$ cat src/rtl/instr_encoder_pkg.sv
// tessia_enc_pkg: shared definitions for the instruction encoder.
//   - kind / alu_cmd enums (3-bit input codes)
//   - funct[4:1] ALU constants, op constants, condition constants
//   - instruction word field bit positions
//   - helpers: alu_funct() lookup, is_illegal() legality check
package tessia_enc_pkg;

  typedef enum logic [2:0] {
    KIND_DP_REG = 3'd0,
    KIND_DP_IMM = 3'd1,
    KIND_LDR    = 3'd2,
    KIND_STR    = 3'd3,
    KIND_B      = 3'd4
  } kind_e;

  typedef enum logic [2:0] {
    ALU_ADD = 3'd0,
    ALU_SUB = 3'd1,
    ALU_MUL = 3'd2,
    ALU_ORR = 3'd3,
    ALU_MOV = 3'd4,
    ALU_CMP = 3'd5
  } alu_cmd_e;

  localparam logic [3:0] FN_ADD = 4'b0100;
  localparam logic [3:0] FN_SUB = 4'b0010;
  localparam logic [3:0] FN_MUL = 4'b0000;
  localparam logic [3:0] FN_ORR = 4'b1100;
  localparam logic [3:0] FN_MOV = 4'b1101;
  localparam logic [3:0] FN_CMP = 4'b1010;

  localparam logic [1:0] OP_DP  = 2'b00;
  localparam logic [1:0] OP_MEM = 2'b01;
  localparam logic [1:0] OP_BR  = 2'b10;
  localparam logic [1:0] BR_TAG = 2'b10;

  localparam logic [3:0] COND_AL = 4'b1110;

  localparam int COND_LSB   = 28;
  localparam int OP_LSB     = 26;
  localparam int FUNCT_LSB  = 20;
  localparam int BR_TAG_LSB = 24;
  localparam int RN_LSB     = 16;
  localparam int RD_LSB     = 12;
  localparam int SRC2_LSB   = 0;
  localparam int IMM24_LSB  = 0;

  // Undefined ALU codes map to 0000.
  function automatic logic [3:0] alu_funct(input logic [2:0] cmd);
    case (cmd)
      ALU_ADD: return FN_ADD;
      ALU_SUB: return FN_SUB;
      ALU_MUL: return FN_MUL;
      ALU_ORR: return FN_ORR;
      ALU_MOV: return FN_MOV;
      ALU_CMP: return FN_CMP;
      default: return 4'b0000;
    endcase
  endfunction

  function automatic logic is_illegal(input logic [2:0] kind,
                                      input logic [2:0] cmd,
                                      input logic [3:0] rd);
    logic dp;
    dp = (kind == KIND_DP_REG) || (kind == KIND_DP_IMM);
    return (kind > KIND_B) || (cmd > ALU_CMP) || (dp && (rd == 4'hF));
  endfunction

endpackage

$ cat src/rtl/instr_encoder_if.sv
// instr_encoder_if: field handshake plus memory-write bus.
//   master: field producer / memory side (drives in_valid, fields, mem_ready)
//   slave : encoder (drives in_ready, mem_we, mem_addr, mem_wdata)
interface instr_encoder_if #(
  parameter int ADDR_W = 8
);
  logic              in_valid;
  logic              in_ready;
  logic [2:0]        kind;
  logic [2:0]        alu_cmd;
  logic              set_flags;
  logic [3:0]        cond;
  logic [3:0]        rd;
  logic [3:0]        rn;
  logic [11:0]       src2;
  logic [23:0]       imm24;
  logic              mem_we;
  logic [ADDR_W-1:0] mem_addr;
  logic [31:0]       mem_wdata;
  logic              mem_ready;

  modport master (
    output in_valid, kind, alu_cmd, set_flags, cond, rd, rn, src2, imm24, mem_ready,
    input  in_ready, mem_we, mem_addr, mem_wdata
  );

  modport slave (
    input  in_valid, kind, alu_cmd, set_flags, cond, rd, rn, src2, imm24, mem_ready,
    output in_ready, mem_we, mem_addr, mem_wdata
  );
endinterface

$ cat src/rtl/instr_encoder_pack.sv
// instr_pack: stateless field-to-word packing.
//   in : kind, alu_cmd, set_flags, cond, rd, rn, src2, imm24
//   out: word (32-bit encoded instruction)
// Kinds outside the defined set pack with the data-processing layout.
module instr_pack
  import tessia_enc_pkg::*;
(
  input  logic [2:0]  kind,
  input  logic [2:0]  alu_cmd,
  input  logic        set_flags,
  input  logic [3:0]  cond,
  input  logic [3:0]  rd,
  input  logic [3:0]  rn,
  input  logic [11:0] src2,
  input  logic [23:0] imm24,
  output logic [31:0] word
);
  always_comb begin
    word = '0;
    word[COND_LSB +: 4] = cond;
    case (kind)
      KIND_LDR, KIND_STR: begin
        word[OP_LSB +: 2]    = OP_MEM;
        word[FUNCT_LSB +: 6] = {1'b1, 4'b0000, (kind == KIND_LDR)};
        word[RN_LSB +: 4]    = rn;
        word[RD_LSB +: 4]    = rd;
        word[SRC2_LSB +: 12] = src2;
      end
      KIND_B: begin
        word[OP_LSB +: 2]     = OP_BR;
        word[BR_TAG_LSB +: 2] = BR_TAG;
        word[IMM24_LSB +: 24] = imm24;
      end
      default: begin
        word[OP_LSB +: 2]    = OP_DP;
        // CMP always updates flags regardless of set_flags.
        word[FUNCT_LSB +: 6] = {(kind == KIND_DP_IMM), alu_funct(alu_cmd),
                                set_flags | (alu_cmd == ALU_CMP)};
        word[RN_LSB +: 4]    = rn;
        word[RD_LSB +: 4]    = rd;
        word[SRC2_LSB +: 12] = src2;
      end
    endcase
  end
endmodule

$ cat src/rtl/instr_encoder.sv
// instr_encoder: accepts instruction fields, encodes them, and writes the
// words to sequential instruction-memory addresses starting at BASE_ADDR.
//   clk, reset (sync, active low), start (session start / abort pulse)
//   bus    : instr_encoder_if.slave (field handshake + memory write)
//   busy   : ACCEPT or WRITE
//   full   : last address written, no further words accepted
//   done   : one-cycle pulse on entering FULL
//   count  : words written this session
//   err    : sticky illegal-word flag (only with ENC_CHECK_EN defined)
// Optional feature macro: ENC_CHECK_EN.
module instr_encoder
  import tessia_enc_pkg::*;
#(
  parameter int ADDR_W    = 8,
  parameter int BASE_ADDR = 0
) (
  input  logic                clk,
  input  logic                reset,
  input  logic                start,
  instr_encoder_if.slave      bus,
  output logic                busy,
  output logic                full,
  output logic                done,
  output logic [ADDR_W:0]     count
`ifdef ENC_CHECK_EN
  ,
  output logic                err
`endif
);
  typedef enum logic [1:0] {
    ST_IDLE,
    ST_ACCEPT,
    ST_WRITE,
    ST_FULL
  } state_e;

  localparam logic [ADDR_W-1:0] BASE = ADDR_W'(BASE_ADDR);

  state_e            state_q, state_d;
  logic [ADDR_W-1:0] addr_q, addr_d;
  logic [ADDR_W:0]   count_q, count_d;
  logic [31:0]       wdata_q, wdata_d;
  logic              done_q, done_d;
  logic [31:0]       packed_word;
`ifdef ENC_CHECK_EN
  logic              err_q, err_d;
  logic              illegal;
  assign illegal = is_illegal(bus.kind, bus.alu_cmd, bus.rd);
`endif

  instr_pack u_pack (
    .kind      (bus.kind),
    .alu_cmd   (bus.alu_cmd),
    .set_flags (bus.set_flags),
    .cond      (bus.cond),
    .rd        (bus.rd),
    .rn        (bus.rn),
    .src2      (bus.src2),
    .imm24     (bus.imm24),
    .word      (packed_word)
  );

  always_comb begin
    state_d = state_q;
    addr_d  = addr_q;
    count_d = count_q;
    wdata_d = wdata_q;
    done_d  = 1'b0;
`ifdef ENC_CHECK_EN
    err_d   = err_q;
`endif
    if (start) begin
      // Start from any state restarts the session, dropping a pending word.
      state_d = ST_ACCEPT;
      addr_d  = BASE;
      count_d = '0;
`ifdef ENC_CHECK_EN
      err_d   = 1'b0;
`endif
    end else begin
      case (state_q)
        ST_ACCEPT: begin
          if (bus.in_valid) begin
`ifdef ENC_CHECK_EN
            if (illegal) begin
              err_d = 1'b1;
            end else begin
              wdata_d = packed_word;
              state_d = ST_WRITE;
            end
`else
            wdata_d = packed_word;
            state_d = ST_WRITE;
`endif
          end
        end
        ST_WRITE: begin
          if (bus.mem_ready) begin
            count_d = count_q + 1'b1;
            if (addr_q == '1) begin
              state_d = ST_FULL;
              done_d  = 1'b1;
            end else begin
              addr_d  = addr_q + 1'b1;
              state_d = ST_ACCEPT;
            end
          end
        end
        default: ;
      endcase
    end
  end

  always_ff @(posedge clk) begin
    if (!reset) begin
      state_q <= ST_IDLE;
      addr_q  <= BASE;
      count_q <= '0;
      wdata_q <= '0;
      done_q  <= 1'b0;
`ifdef ENC_CHECK_EN
      err_q   <= 1'b0;
`endif
    end else begin
      state_q <= state_d;
      addr_q  <= addr_d;
      count_q <= count_d;
      wdata_q <= wdata_d;
      done_q  <= done_d;
`ifdef ENC_CHECK_EN
      err_q   <= err_d;
`endif
    end
  end

  // mem_we is masked while reset or start is asserted so an aborted word
  // can never be committed in the same cycle it is dropped.
  assign bus.in_ready  = (state_q == ST_ACCEPT);
  assign bus.mem_we    = (state_q == ST_WRITE) && reset && !start;
  assign bus.mem_addr  = addr_q;
  assign bus.mem_wdata = wdata_q;
  assign busy          = (state_q == ST_ACCEPT) || (state_q == ST_WRITE);
  assign full          = (state_q == ST_FULL);
  assign done          = done_q;
  assign count         = count_q;
`ifdef ENC_CHECK_EN
  assign err           = err_q;
`endif
endmodule

$ cat src/flat_wrapper.sv
// flat-port wrapper written by rule: the top's interface ports become plain ports
module instr_encoder_flat import tessia_enc_pkg::*;
#(
  parameter int ADDR_W    = 8,
  parameter int BASE_ADDR = 0
)
  (clk, reset, start, busy, full, done, count, bus_in_valid, bus_kind, bus_alu_cmd, bus_set_flags, bus_cond, bus_rd, bus_rn, bus_src2, bus_imm24, bus_mem_ready, bus_in_ready, bus_mem_we, bus_mem_addr, bus_mem_wdata);
  instr_encoder_if #(.ADDR_W(ADDR_W)) bus_i ();
  input  logic clk;
  input  logic reset;
  input  logic start;
  output logic busy;
  output logic full;
  output logic done;
  output logic [ADDR_W:0] count;
  input wire logic [$bits(bus_i.in_valid)-1:0] bus_in_valid;
  input wire logic [$bits(bus_i.kind)-1:0] bus_kind;
  input wire logic [$bits(bus_i.alu_cmd)-1:0] bus_alu_cmd;
  input wire logic [$bits(bus_i.set_flags)-1:0] bus_set_flags;
  input wire logic [$bits(bus_i.cond)-1:0] bus_cond;
  input wire logic [$bits(bus_i.rd)-1:0] bus_rd;
  input wire logic [$bits(bus_i.rn)-1:0] bus_rn;
  input wire logic [$bits(bus_i.src2)-1:0] bus_src2;
  input wire logic [$bits(bus_i.imm24)-1:0] bus_imm24;
  input wire logic [$bits(bus_i.mem_ready)-1:0] bus_mem_ready;
  output wire logic [$bits(bus_i.in_ready)-1:0] bus_in_ready;
  output wire logic [$bits(bus_i.mem_we)-1:0] bus_mem_we;
  output wire logic [$bits(bus_i.mem_addr)-1:0] bus_mem_addr;
  output wire logic [$bits(bus_i.mem_wdata)-1:0] bus_mem_wdata;
  assign bus_i.in_valid = bus_in_valid;
  assign bus_i.kind = bus_kind;
  assign bus_i.alu_cmd = bus_alu_cmd;
  assign bus_i.set_flags = bus_set_flags;
  assign bus_i.cond = bus_cond;
  assign bus_i.rd = bus_rd;
  assign bus_i.rn = bus_rn;
  assign bus_i.src2 = bus_src2;
  assign bus_i.imm24 = bus_imm24;
  assign bus_i.mem_ready = bus_mem_ready;
  assign bus_in_ready = bus_i.in_ready;
  assign bus_mem_we = bus_i.mem_we;
  assign bus_mem_addr = bus_i.mem_addr;
  assign bus_mem_wdata = bus_i.mem_wdata;
  instr_encoder #(.ADDR_W(ADDR_W), .BASE_ADDR(BASE_ADDR)) u_core (.clk(clk), .reset(reset), .start(start), .bus(bus_i), .busy(busy), .full(full), .done(done), .count(count));
endmodule
$ cat config.mk
export PLATFORM = sky130hd
export DESIGN_NAME = instr_encoder_flat
export DESIGN_NICKNAME = d
export VERILOG_FILES = /design/src/rtl/instr_encoder_pkg.sv /design/src/rtl/instr_encoder_if.sv /design/src/rtl/instr_encoder_pack.sv /design/src/rtl/instr_encoder.sv /design/src/flat_wrapper.sv
export SDC_FILE = /design/constraint.sdc
export NUM_CORES = 1
export LEC_CHECK = 0
export CORE_MARGIN = 5
export CORE_UTILIZATION = 25
export CTS_CLUSTER_DIAMETER = 80
export DETAILED_ROUTE_END_ITERATION = 8
export GPL_TIMING_DRIVEN = 1
export PLACE_DENSITY_LB_ADDON = 0.25
export SYNTH_ARGS = -nofsm -noshare
export SYNTH_HDL_FRONTEND = slang
export SYNTH_SLANG_ARGS = --single-unit
$ cat constraint.sdc
create_clock -name clk -period 2.6 [get_ports clk]
set_input_delay 0.52 -clock clk [delete_from_list [all_inputs] [get_ports clk]]
set_output_delay 0.52 -clock clk [all_outputs]
set_load 0.02 [all_outputs]
==> results of run 1 <==
routing by layer:
metal  vias to the layer above  wire [um]  global-route usage (%)
met2                        84       2780                    17.3
met4                         0         33                    2.71
met5                         -          0                       0
met3                         2        786                    6.21
met1                       988       2830                    13.5
li1                       1144          -                       -
through the flow:
step | hold slack (ns) | instances | instance area, um2 | setup slack [ns] | power, mW
floorplan | 0.500 | 265 | 2420 | 0.932 | 0.993
CTS | 0.460 | 507 | 3810 | 0.195 | 1.72
global placement | 0.444 | 501 | 3710 | 0.169 | 1.17
global route | 0.480 | 507 | 3810 | 0.143 | 1.76
detailed placement | 0.449 | 501 | 3710 | 0.192 | 1.18
finish | 0.459 | 507 | 3810 | 0.214 | 1.68
power groups by stage:
stage | registers (mW) | logic, mW | clock network [mW]
5_1_grt | 0.841 | 0.342 | 0.581
3_5_place_dp | 0.856 | 0.320 | 0
2_1_floorplan | 0.884 | 0.109 | 0
3_3_place_gp | 0.855 | 0.319 | 0
6_report | 0.837 | 0.314 | 0.525
4_1_cts | 0.837 | 0.321 | 0.562
flip-flops by register name, indices dropped and copies added (netlist names):
register / cells
u_core.bus.mem_wdata: 32
u_core.count: 9
u_core.bus.mem_addr: 8
u_core.state_q: 2
u_core.done: 1
worst paths after layout:
check / startpoint / slack (ns) / depth (start not counted) / endpoint
setup / recovery: reset / 0.21 / 4 / bus_mem_we
hold / removal: u_core.bus.mem_wdata[25] / 0.46 / 2 / u_core.bus.mem_wdata[25]
setup reg to reg: u_core.state_q[1] / 0.81 / 5 / u_core.bus.mem_addr[6]
hold reg to reg: u_core.bus.mem_wdata[25] / 0.46 / 2 / u_core.bus.mem_wdata[25]
logic make-up (layout without fill, tap and decap cells):
group	after synthesis	in the layout	synth area share, %
AOI/OAI and AO/OA	57	57	18.2
DFF	52	52	43.0
adders and majority gates	5	5	2.58
and+or+nand+nor	97	97	18.7
xor gates and xnor gates	12	12	4.34
muxes	21	21	8.68
buffers and inverters	21	130	4.50
area by class of cell:
cell class                      instances  share of cell area, %
Multi-Input combinational cell        192                   33.7
Timing Repair Buffer                  118                   31.4
Sequential cell                        52                   27.3
Tap cell                              133                   4.37
Clock buffer                            5                   1.81
Clock inverter                          1                  0.789
Inverter                                6                  0.592
cells in the final DEF, fill, tap and decap left out, types with 2 or more instances in the layout:
master / netlist / routed
sky130_fd_sc_hd__clkdlybuf4s50_1: 0 / 113
sky130_fd_sc_hd__dfxtp_1: 52 / 52
sky130_fd_sc_hd__nand2_1: 43 / 43
sky130_fd_sc_hd__nor2_1: 25 / 24
sky130_fd_sc_hd__mux2i_1: 21 / 21
sky130_fd_sc_hd__o211a_1: 20 / 20
sky130_fd_sc_hd__a21oi_1: 11 / 11
sky130_fd_sc_hd__xor2_1: 10 / 10
sky130_fd_sc_hd__o21ai_0: 8 / 8
sky130_fd_sc_hd__inv_1: 6 / 6
sky130_fd_sc_hd__nand4_1: 5 / 5
sky130_fd_sc_hd__a21boi_1: 5 / 5
sky130_fd_sc_hd__ha_1: 5 / 5
sky130_fd_sc_hd__clkbuf_8: 0 / 5
sky130_fd_sc_hd__nand2b_1: 4 / 4
sky130_fd_sc_hd__and3_1: 3 / 3
sky130_fd_sc_hd__nor3_1: 3 / 3
sky130_fd_sc_hd__a21boi_0: 3 / 3
sky130_fd_sc_hd__o211ai_1: 3 / 3
sky130_fd_sc_hd__buf_4: 1 / 3
sky130_fd_sc_hd__nand3_1: 2 / 2
sky130_fd_sc_hd__nor2b_1: 2 / 2
sky130_fd_sc_hd__xnor2_1: 2 / 2
sky130_fd_sc_hd__or3_1: 2 / 2
sky130_fd_sc_hd__buf_12: 0 / 2
worst max-delay path, delay by kind of cell:
| family | cells | cell delay (ns) |
|---|---|---|
| buffers and inverters | 2 | 1.16 |
| and+or+nand+nor | 2 | 0.19 |
==> results, run 1 <==
- The flow ran to the end, and the final reports show no timing, DRC or antenna violations.
- The half-perimeter wire length after placement is 4860 um.
- Net switching is 23.8% of the power.
- The total of hold buffers inserted after clock tree synthesis is 0.
- The fraction of synthesis flops using an asynchronous set or reset pin is 0%.
- After clock tree synthesis, the setup repair step added 0 buffers.
- The post-synthesis cell count is 265.
- The routability congestion estimate is 0.776.
- On the critical path, the stage with the largest delay is an instance of sky130_fd_sc_hd__clkdlybuf4s50_1.
- The summed instance area of the synthesized netlist is 0.00242 mm2.
- The average instance in the mapped netlist occupies 9.14 um2.
- For this configuration, the core starts out at a cell density of 25.2%.
- Summing all flip-flop and latch instances after layout gives 0.00104 mm2.
- The share of final-layout standard cells stronger than drive strength 1 is 4.55%.
- After detailed routing, the number of vias per cell comes to 4.37.
- The number of global-route vias before repair is 2181.
- The aggregate routed wire length is 6430 um.
- The antenna violation net count after detailed routing is 0.
- The number of nets in the final layout is 440.
- The data required time of the worst path is 2.08 ns.
- Max-cap violations in this run came to 0.
- The sort of element at the start of the critical path is an input pin.
- The antenna diode count is 0.
- Setup violations remaining at the end of the flow were counted as 0.
- The leftover overflow at the end of global routing is 0.
- The final hold violation count came to 0.
- The type of the worst setup path is input pin to output port.
- The warning count from the yosys run is 0.
- Summed over all failing endpoints, the final setup total negative slack is 0 ns.
- The sequential cell area fraction in the yosys report is 43.0%.
- Buffers placed on the I/O ports in this run total 113.
- After clock tree synthesis, the clock-pin slew on the worst setup and hold paths is 0.08 ns.
- Setup repair after global routing left no endpoint under its margin.
- The highest achievable clock rate is 0.419 GHz.
- In this run the count of I/O pins placed on the die edge is 114.
- After layout, the minimum clock period comes to 2.39 ns.
- The net load switching power is 399 uW.
- The global-route wire length before repair is 10500 um.
- The number of antenna violations at the first check in global routing was 0.
- Power spread over the standard cell area amounts to 440 mW/mm2.
- The number of DRC markers in iteration 0 is 55.
- Yosys instantiated no cell more often than sky130_fd_sc_hd__dfxtp_1.
- In this run the core area contains 36 standard-cell rows.
- Across the VDD grid, the largest voltage drop is 0.210 mV.
- The total number of vias is 2218.
- The relative contribution of combinational cells to total power is 18.7%.
- Counting stages on the worst path, the most repeated cell is sky130_fd_sc_hd__clkdlybuf4s50_1.
- The leakage power summed over all cells is 1.55 nW.
- The layout overhead on the synthesized area is 57.3%.
- The average wire per cell in the routed design is 12.7 um.
- The number of fillers in the final layout is 993.
- The top fanout value on the critical path is 2.
- The leading area contributor after synthesis is sky130_fd_sc_hd__dfxtp_1.
- In the finished design, the share of the clock period the worst path needs comes to 91.8%.
- The standard cell core area is 0.00959 mm2.
- The relative slew slack is 77.3%.
- The number of clock sinks is 52.
- The number of instances resized during post-cts repair is 0.
- The delay of the slowest cell on the worst path is 0.61 ns.
- The clock network power share is 31.3%.
- The total CTS buffers is 5.
- The die width is 108 um.
- The critical path capture point type is an output port.
- Yosys mapped the design onto 40 distinct sky130hd cell types.
- The internal power contribution is 1.28 mW.
- The final setup skew is 0.00467 ns.
- The max-slew violation count is 0.
- By count the netlist is led by 52 x sky130_fd_sc_hd__dfxtp_1, 43 x sky130_fd_sc_hd__nand2_1, 25 x sky130_fd_sc_hd__nor2_1, 21 x sky130_fd_sc_hd__mux2i_1, 20 x sky130_fd_sc_hd__o211a_1.
- The number of buffers on the longest clock path is 2.
- The tree is rooted in a sky130_fd_sc_hd__clkbuf_8.
- At the pin with the least slew margin, the transition time is 0.340 ns.
- The number of H-tree levels is 2.
- The number of nets produced by synthesis is 330.
- The final core area utilization is 39.7%.
- The total DRC errors in the routed layout is 0.
- The worst hold path class is flip-flop to flip-flop.
- The register bit count reported by yosys is 52.
- Traced cell by cell, the critical path runs through clkdlybuf4s50_1, nand2b_1, nor2_1, clkdlybuf4s50_1.
- The total area of multi-input combinational cells is 0.00128 mm2.
- The critical path data arrival time is 1.87 ns.
- The first detailed-routing pass ran for 4 iterations.
- The die height is 108 um.
- The count of flip-flops with a built-in enable after synthesis is 0.
- Entering global routing, the biggest net connects 55 pins.
- The clock tree from TritonCTS is built.
- Ranked by total cell area, the synthesized netlist is headed by sky130_fd_sc_hd__dfxtp_1 43%, sky130_fd_sc_hd__mux2i_1 8.7%, sky130_fd_sc_hd__o211a_1 8.3%.
- Across every metal layer, demand over resource in global routing totals 11.2%.
- The area enclosed by the die boundary is 0.0118 mm2.
- The area share of the largest cell type after synthesis is 43.0%.
- The clock insertion delay at the later pin of the skew report is 0.29 ns.
- The relative contribution of sequential cells to total power is 49.9%.
- The most used flip-flop cell after synthesis is sky130_fd_sc_hd__dfxtp_1.
Note: power is estimated with default switching activity, not from simulation.
==> run 2: changes to the inputs <==
--- a/config.mk
+++ b/config.mk
@@ -6,7 +6,7 @@
 export NUM_CORES = 1
 export LEC_CHECK = 0
 export CORE_MARGIN = 5
-export CORE_UTILIZATION = 25
+export CORE_UTILIZATION = 35
 export CTS_CLUSTER_DIAMETER = 80
 export DETAILED_ROUTE_END_ITERATION = 8
 export GPL_TIMING_DRIVEN = 1
==> run 2 against run 1 <==
Count of clock-buffer cells in the layout stayed put. Wire length is 2.0% lower. Hold slack worse by 0.00075 ns. Critical endpoint unchanged.
==> results, run 2 (synthesis results as in run 1) <==
- The cell depth of the worst hold path came to 2 (unchanged).
- The detail-routed via count per cell is 4.96 (+13%).
- The average wire per cell in the routed design is 13.8 um (+8.9%).
- The standard cell core area is 0.00676 mm2 (-30%).
- The relative slew slack is 77.7% (+0.42 points).
- The placed instance count is 448 (-11%).
- The non-filler instance count after layout is 456 (-10%).
- The overall fraction of global-route tracks in use is 14.6% (+3.5 points).
- The setup-violating endpoint count in the final report is 0 (unchanged).
- The half-perimeter wire length after placement is 4800 um (-1.3%).
- Relative to the synthesized area, the layout overhead comes to 57.0%.
- The maximum number of pins on one net before global-route repair is 55 (unchanged).
- The maximum resistive drop on vdd came to 0.243 mV (+16%).
- The count of max-cap constraint violations is 0 (unchanged).
- The post-route minimum period came to 2.35 ns (-0.0393 ns).
- The critical path capture point type is an output port.
- The period utilization was 90.2% (-1.5 points).
- The critical path in this run is classified as input pin to output port.
- The number of placed I/O pins was 114 (unchanged).
- The final core area utilization was 56.3% (+17 points).
- The post-route setup TNS was 0 ns (unchanged).
- The worst hold path class is flip-flop to flip-flop.
- Setup repair after global routing left no endpoint under its margin.
- The internal power contribution was 1.48 mW (+16%).
- The critical path data arrival time is 1.83 ns (-0.04 ns).
- The area of all placed cells without fillers is 0.00380 mm2 (-0.16%).
- The relative contribution of sequential cells to total power is 43.9% (-6.0 points).
- The clock tree from TritonCTS is built.
- The number of detailed-routing iterations run before antenna repair is 4 (unchanged).
- The area enclosed by the die boundary is 0.00868 mm2 (-26%).
- The placement row count is 30 (-17%).
- The clock-pin slew on the worst setup and hold paths is 0.09 ns (about the same).
- The most common cell after layout, fill and taps aside is sky130_fd_sc_hd__clkdlybuf4s50_1.
- The flow ran to the end, and the final reports show no timing, DRC or antenna violations.
- The total number of vias is 2261 (+1.9%).
- The worst setup slack before clock tree synthesis is 0.218 ns (+0.0255 ns).
- The count of buffers inserted at the top-level ports is 113 (unchanged).
- The worst register-to-register path ends at u_core.bus.mem_addr[5].
- The number of global-route vias before repair is 2232 (+2.3%).
- The max-slew violation count came to 0 (unchanged).
- The hold-critical path endpoint is u_core.bus.mem_wdata[31].
- The instance area at placement came to 0.00364 mm2 (-1.8%).
- The flop-to-flop setup slack came to 0.86 ns (+0.05 ns).
- The top fanout value on the critical path is 3 (+1).
- The switching part of the total was 22.2% (-1.6 points).
- The final hold violation count is 0 (unchanged).
- The relative contribution of combinational cells to total power is 16.4% (-2.3 points).
- The die height is 93.2 um (-14%).
- The data required time of the worst path is 2.08 ns (about the same).
- The global-route wire length before repair is 10200 um (-2.3%).
- The aggregate routed wire length was 6300 um (-2.0%).
- The number of flip-flops in the largest register was 32 (unchanged).
- The leftover overflow at the end of global routing is 0 (unchanged).
- The number of instances resized during post-cts repair is 0 (unchanged).
- The routability congestion estimate came to 0.837 (+7.9%).
- The initial core utilization is 35.8% (+11 points).
- The number of antenna violations at the first check in global routing is 0 (unchanged).
- The antenna violation net count after detailed routing came to 0 (unchanged).
- The path depth of the worst reg2reg path is 6 (+1).
- The number of nets in the final layout was 440 (unchanged).
- The final setup skew is 0.00959 ns (+0.00492 ns).
- The share of final-layout standard cells stronger than drive strength 1 was 5.05% (+0.51 points).
- The tree is rooted in a sky130_fd_sc_hd__clkbuf_8.
- The highest achievable clock rate was 0.426 GHz (+1.7%).
- The transition at the pin with the smallest max-transition slack was 0.334 ns (-0.00593 ns).
- The leakage power summed over all cells is 1.58 nW (+1.8%).
- The worst hold-check slack came to 0.459 ns (-0.000753 ns).
- The post-route total power came to 1.90 mW (+14%).
- The net load switching power is 423 uW (+6.0%).
- The worst path setup slack after routing came to 0.254 ns (+0.0393 ns).
- The number of H-tree levels came to 2 (unchanged).
- The total CTS buffers is 5 (unchanged).
- The power per cell area was 501 mW/mm2 (+14%).
- The worst register-to-register path begins at u_core.state_q[0].
- The number of DRC markers in iteration 0 was 121 (+120%).
- The startpoint identified for the worst hold timing path is u_core.bus.mem_wdata[31].
- The antenna diode count is 0 (unchanged).
- The clock insertion delay at the later pin of the skew report is 0.31 ns (+0.02 ns).
- Leaving out fill and tap cells, the most frequent cells in the layout are 113 x sky130_fd_sc_hd__clkdlybuf4s50_1, 52 x sky130_fd_sc_hd__dfxtp_1, 43 x sky130_fd_sc_hd__nand2_1.
- The total DRC errors in the routed layout is 0 (unchanged).
- The sort of element at the start of the critical path is an input pin.
- The total of hold buffers inserted after clock tree synthesis is 0 (unchanged).
- The buffer count from post-CTS setup fixing was 0 (unchanged).
- The clock network power share came to 39.6% (+8.3 points).
- The number of fillers in the final layout is 618 (-38%).
- The die width is 93.2 um (-14%).
- The number of buffers on the longest clock path was 2 (unchanged).
- The number of clock sinks is 52 (unchanged).
[run 2: cell type report]
cell class                 instances  area, um2  area share (%)
multi-input combinational        192       1280            33.8
timing repair buffer             118       1190            31.4
sequential                        52       1040            27.4
tap                               80        100            2.63
clock inverter                     3       90.1            2.37
clock buffer                       5       68.8            1.81
inverter                           6       22.5           0.592
[run 2: layer usage]
metal | track usage, % | up-vias | wire (um)
met1 | 16.2 | 1033 | 2550
met5 | 0 | - | 0
met2 | 24.5 | 76 | 2890
li1 | - | 1143 | -
met3 | 7.40 | 9 | 739
met4 | 4.52 | 0 | 120
[run 2: power by group through the flow]
stage | Clock, mW | Combinational, mW | Sequential, mW
3_5_place_dp | 0 | 0.317 | 0.856
6_report | 0.755 | 0.313 | 0.837
2_1_floorplan | 0 | 0.109 | 0.884
5_1_grt | 0.806 | 0.341 | 0.841
3_3_place_gp | 0 | 0.315 | 0.854
4_1_cts | 0.771 | 0.319 | 0.837
[run 2: how the worst max path moves through the flow]
stage,from,to,slack (ns),cells after the start
finish,reset,bus_mem_we,0.25,4
global route,reset,bus_mem_we,0.13,4
CTS,reset,bus_mem_we,0.22,4
detailed placement,reset,bus_mem_we,0.22,4
global placement,reset,bus_mem_we,0.23,4
floorplan,start,bus_mem_we,0.93,3
[run 2: worst max-delay path: stages]
cell	delay [ns]
sky130_fd_sc_hd__clkdlybuf4s50_1	0.52
sky130_fd_sc_hd__nand2b_1	0.09
sky130_fd_sc_hd__nor2_1	0.09
sky130_fd_sc_hd__clkdlybuf4s50_1	0.61
